## src/rtl/control_incendio_seq_pkg.sv

```systemverilog
// rtl/control_incendio_seq_pkg.sv - shared constants for the fire-control sequencer
package control_incendio_seq_pkg;

    typedef enum logic [1:0] {
        IDLE   = 2'd0,
        ALERTA = 2'd1,
        ACTIVO = 2'd2,
        PURGA  = 2'd3
    } estado_t;

    localparam logic PAT_A = 1'b0;
    localparam logic PAT_B = 1'b1;

    localparam int unsigned T_ALERTA_DEF = 5;
    localparam int unsigned T_PURGA_DEF  = 10;

    localparam logic [10:0] SALIDA_RST = 11'h7FF;

endpackage

```

## src/rtl/control_incendio_seq_temporizador_seg.sv

```systemverilog
// rtl/control_incendio_seq_temporizador_seg.sv - saturating seconds counter for state timing
module temporizador_seg (
    input  logic       clk,
    input  logic       rst_n,
    input  logic       clr,
    input  logic       en,
    input  logic       tick,
    output logic [7:0] count
);

    // Count enabled ticks; clear wins, and the count holds at 255 instead of wrapping
    always_ff @(posedge clk) begin
        if (!rst_n || clr) begin
            count <= 8'd0;
        end else if (en && tick && (count != 8'hFF)) begin
            count <= count + 8'd1;
        end
    end

endmodule

```

## src/rtl/control_incendio_seq.sv

```systemverilog
// rtl/control_incendio_seq.sv - fire-suppression sequencer with pattern-memory actuator output
module control_incendio_seq
    import control_incendio_seq_pkg::*;
#(
    parameter int unsigned T_ALERTA = T_ALERTA_DEF,
    parameter int unsigned T_PURGA  = T_PURGA_DEF
) (
    input  logic        clk,
    input  logic        rst_n,
    input  logic        tick_1s,
    input  logic        humo,
    input  logic        temp_alta,
    input  logic        paro,
    output logic        mem_adress,
    input  logic [10:0] mem_data,
    output logic [10:0] salida,
    output logic        alarma,
    output logic [1:0]  estado
);

    localparam logic [8:0] TA9 = 9'(T_ALERTA);
    localparam logic [8:0] TP9 = 9'(T_PURGA);

    estado_t    state;
    estado_t    state_next;
    logic       evento;
    logic [7:0] count;
    logic [8:0] count_inc;
    logic       tmr_clr;
    logic       tmr_en;

    assign evento    = humo | temp_alta;
    assign count_inc = {1'b0, count} + 9'd1;
    assign tmr_clr   = (state_next != state);
    assign tmr_en    = (state == ALERTA) || (state == PURGA);

    temporizador_seg u_tmr (
        .clk   (clk),
        .rst_n (rst_n),
        .clr   (tmr_clr),
        .en    (tmr_en),
        .tick  (tick_1s),
        .count (count)
    );

    // Next-state rules; manual stop overrides everything
    always_comb begin
        state_next = state;
        case (state)
            IDLE: begin
                if (evento) state_next = ALERTA;
            end
            ALERTA: begin
                if (!evento)                               state_next = IDLE;
                else if (tick_1s && (count_inc == TA9))    state_next = ACTIVO;
            end
            ACTIVO: begin
                if (!evento) state_next = PURGA;
            end
            PURGA: begin
                if (evento)                                state_next = ACTIVO;
                else if (tick_1s && (count_inc == TP9))    state_next = IDLE;
            end
            default: state_next = IDLE;
        endcase
        if (paro) state_next = IDLE;
    end

    // Memory address follows the current state directly
    always_comb begin
        mem_adress = (state == ACTIVO) ? PAT_B : PAT_A;
    end

    // State, alarm flag and actuator word all update on the same edge
    always_ff @(posedge clk) begin
        if (!rst_n) begin
            state  <= IDLE;
            alarma <= 1'b0;
            salida <= SALIDA_RST;
        end else begin
            state  <= state_next;
            alarma <= (state_next != IDLE);
            salida <= mem_data;
        end
    end

    assign estado = state;

endmodule
```

## config.mk

```make
export PLATFORM = sky130hd
export DESIGN_NAME = control_incendio_seq
export DESIGN_NICKNAME = d
export VERILOG_FILES = /design/src/rtl/control_incendio_seq_pkg.sv /design/src/rtl/control_incendio_seq_temporizador_seg.sv /design/src/rtl/control_incendio_seq.sv
export SDC_FILE = /design/constraint.sdc
export NUM_CORES = 1
export LEC_CHECK = 0
export BUFFER_PORTS_ARGS = -buffer_cell sky130_fd_sc_hd__buf_2
export CAP_MARGIN = 20
export CORE_MARGIN = 1
export CORE_UTILIZATION = 46
export DETAILED_ROUTE_END_ITERATION = 10
export PLACE_DENSITY = 0.85
export SETUP_SLACK_MARGIN = 0.02
export SLEW_MARGIN = 20
export SYNTH_ARGS = -nofsm -noshare
export SYNTH_HDL_FRONTEND = slang
export SYNTH_SLANG_ARGS = --single-unit
```

## constraint.sdc

```tcl
create_clock -name clk -period 2.05 [get_ports clk]
set_clock_uncertainty 0.15 [all_clocks]
set_input_delay 0.1025 -clock clk [delete_from_list [all_inputs] [get_ports clk]]
set_output_delay 0.1025 -clock clk [all_outputs]
set_load 0.02 [all_outputs]
```

==> results.md <==
- Status: finished, final reports clean
- Hold Path Class: in -> reg
- Final setup vio count: 0
- # nets final: 210
- Reg2Reg Launch Point: u_tmr.count[0]
- Crit-path cells: buf_4 -> inv_4 -> ha_4 -> nand3b_1 -> or3_4 -> a21o_1 -> a211oi_4 -> nor3b_2
- Setup_tns: 0 ns
- Max_cap viols: 0
- Via Count: 1226
- CTS Sinks: 22
- Worst r2r path cells: 8
- Share of cells above drive strength 1: 0.346
- Ant diodes: 0
- Asr flop ratio synth: 0
- Clk_lat worst skew: 0.30 ns
- WP data required: 2.10 ns
- Post-route minimum period: 2.01 ns
- Top post-synthesis cells by area: dfxtp_1, nand2b_1, nand3_1
- Cell Area, Synth: 1150 um^2
- Primary FF master, synth: dfxtp_1
- CTS Buf Count: 3
- Die Area: 2700 um^2
- Leak: 0.640 nW
- Final Hold Violating Endpoints: 0
- Routed Antenna Nets: 0
- Die W: 51.9 um
- Core area: 2280 um^2
- Crit-path max FO: 6
- Detail-routed via count per cell: 5.68
- Area delta synth->final: 46.2%
- Final period util: 0.978
- Crit Path Category: reg -> reg
- GRT Total Usage: 0.252
- Drt initial violations: 42
- Highest clock rate: 499 MHz
- Critical Path End Type: register
- Worst setup SP type: register
- DRT Pass-1 Iters: 4
- Pwr per Cell Area: 458 nW/um^2
- Synth cell types: 45
- Num ports: 32
- Synth area leader: dfxtp_1
- DIE HEIGHT: 51.9 um
- CTS clk-pin slew, worst paths: 0.12 ns
- Final wirelength: 3290 um
- Clk buf depth: 2
- CTS tree: built
- Syn_nets: 147
- WP data arrival: 2.06 ns
- CTS H-tree lvls: 1
- Largest net degree at the start of global routing: 14
- Sink of the worst hold path: estado[0]
- Least-Margin Pin Slew: 0.507 ns
- Congestion Overflow GR: 0
- Synth warn: 0
- Buf/Inv on CP: 2
- Sequential area share after synthesis: 0.384
- Post-synth EDFFs: 0
- Hold Path Origin: humo
- #FFs+latches synth: 22
- Most instantiated cells after synthesis: dfxtp_1, nand2b_1, nor2_1, nand2_1, nand3_1
- Routability cong.: 0.856
- HPWL Detailed: 2020 um
- Worst R2R Setup Slack: 0.04 ns
- Most numerous cell in the Yosys netlist: dfxtp_1
- Initial Util: 0.504
- Post-synthesis cell count: 127
- Critical Path Max Stage Delay: 0.37 ns
- Max Slew Vio Count: 0
- I/O Buffers: 31
- Vias in the first global route: 1166
- Initial antenna violation count: 0
- Root buffer cell: clkbuf_4
- Hold depth: 4
- DRC viols: 0
- Synth Area per Inst: 9.02 um^2
- Reg-to-reg endpoint: u_tmr.count[1]
- Row cnt: 17
- CP max stage cell: or3_4
- Crit path max-delay family: simple AND/OR/NAND/NOR gates
- Tot Pwr: 0.767 mW
- Max IR drop VDD: 402 uV
- Synth top area share: 0.384
- Global-route wire length before repair: 4980 um
- Final core occ: 0.736
- Relative slew slack: 0.658
- WHS: 0.0710 ns
- Wirelength per Cell: 15.2 um
[sequential cells by signal, indices dropped and copies added, names as in the netlist]
| name | cells |
|---|---|
| estado | 2 |
| alarma | 1 |
| salida | 11 |
| u_tmr.count | 8 |
[where the power goes]
group | internal [mW] | switching [mW] | leakage (nW)
Clock | 0.0685 | 0.123 | 0.0138
Sequential | 0.441 | 0.00582 | 0.183
Combinational | 0.0667 | 0.0614 | 0.443
[area by class of cell]
class                           instances  area, um^2
Clock buffer                            3        22.5
Fill cell                             156         601
Inverter                                3        16.3
Multi-Input combinational cell         96         698
Sequential cell                        22         445
Tap cell                               28        35.0
Timing Repair Buffer                   64         458
[cell families after synthesis]
group | after synthesis | share of synthesized area
adders and majority gates | 3 | 0.0328
xor gates and xnor gates | 4 | 0.0306
AOI/OAI and AO/OA | 24 | 0.194
DFF | 22 | 0.384
and+or+nand+nor | 65 | 0.316
buffers and inverters | 9 | 0.0426
[worst max-delay path by stage]
| stage | slack, ns | end | depth (start not counted) | from |
|---|---|---|---|---|
| floorplan | 0.13 | u_tmr.count[1] | 7 | u_tmr.count[0] |
| global placement | 0.06 | u_tmr.count[1] | 8 | u_tmr.count[1] |
| detailed placement | 0.02 | u_tmr.count[1] | 8 | u_tmr.count[1] |
| CTS | 0.04 | u_tmr.count[1] | 8 | u_tmr.count[1] |
| global route | -0.0006 | u_tmr.count[1] | 8 | u_tmr.count[0] |
| finish | 0.04 | u_tmr.count[1] | 8 | u_tmr.count[0] |
[worst register-to-register path, stage by stage, from the launching register on]
cell      delay [ns]
dfxtp_2         0.35
buf_4           0.16
inv_4           0.07
ha_4            0.13
nand3b_1        0.07
or3_4           0.37
a21o_1          0.21
a211oi_4        0.31
nor3b_2         0.08
[layer usage]
metal / up-vias / global-route usage / part of all wire
li1: 581 / - / -
met1: 571 / 0.279 / 0.39
met2: 66 / 0.457 / 0.51
met3: 8 / 0.0643 / 0.082
met4: 0 / 0.0901 / 0.018
met5: - / 0 / 0
[per-stage QoR]
stage | setup slack, ns | cell area, um^2 | cells
floorplan | 0.130 | 1150 | 127
global placement | 0.0620 | 1370 | 189
detailed placement | 0.0155 | 1370 | 189
CTS | 0.0352 | 1610 | 214
global route | -0.000642 | 1680 | 216
finish | 0.0442 | 1680 | 216
[placed cells by master, fill, tap and decap left out, types with 2 or more instances in the layout]
master | Yosys | layout
a211oi_1 | 3 | 3
a21oi_1 | 2 | 2
and2_1 | 3 | 3
buf_2 | 3 | 31
buf_4 | 1 | 11
clkbuf_4 | 0 | 3
dfxtp_1 | 22 | 18
dfxtp_2 | 0 | 4
dlygate4sd3_1 | 0 | 22
inv_4 | 0 | 2
nand2_1 | 8 | 7
nand2b_1 | 11 | 11
nand3_1 | 8 | 8
nand4_1 | 4 | 4
nor2_1 | 10 | 10
nor2b_1 | 3 | 3
nor3_1 | 7 | 7
o21a_1 | 2 | 2
o21ai_0 | 3 | 3
xnor2_1 | 2 | 2
xor2_1 | 2 | 2
[what timing repair did]
action | CTS | global route
pin swaps | 1 | 7
endpoints found under the hold margin | 11 | 0
resized for setup | 0 | 16
hold buffers | 22 | 0
endpoints found under the setup margin | 1 | 11
setup buffers | 0 | 2
Power figures use the tool's default switching activity.
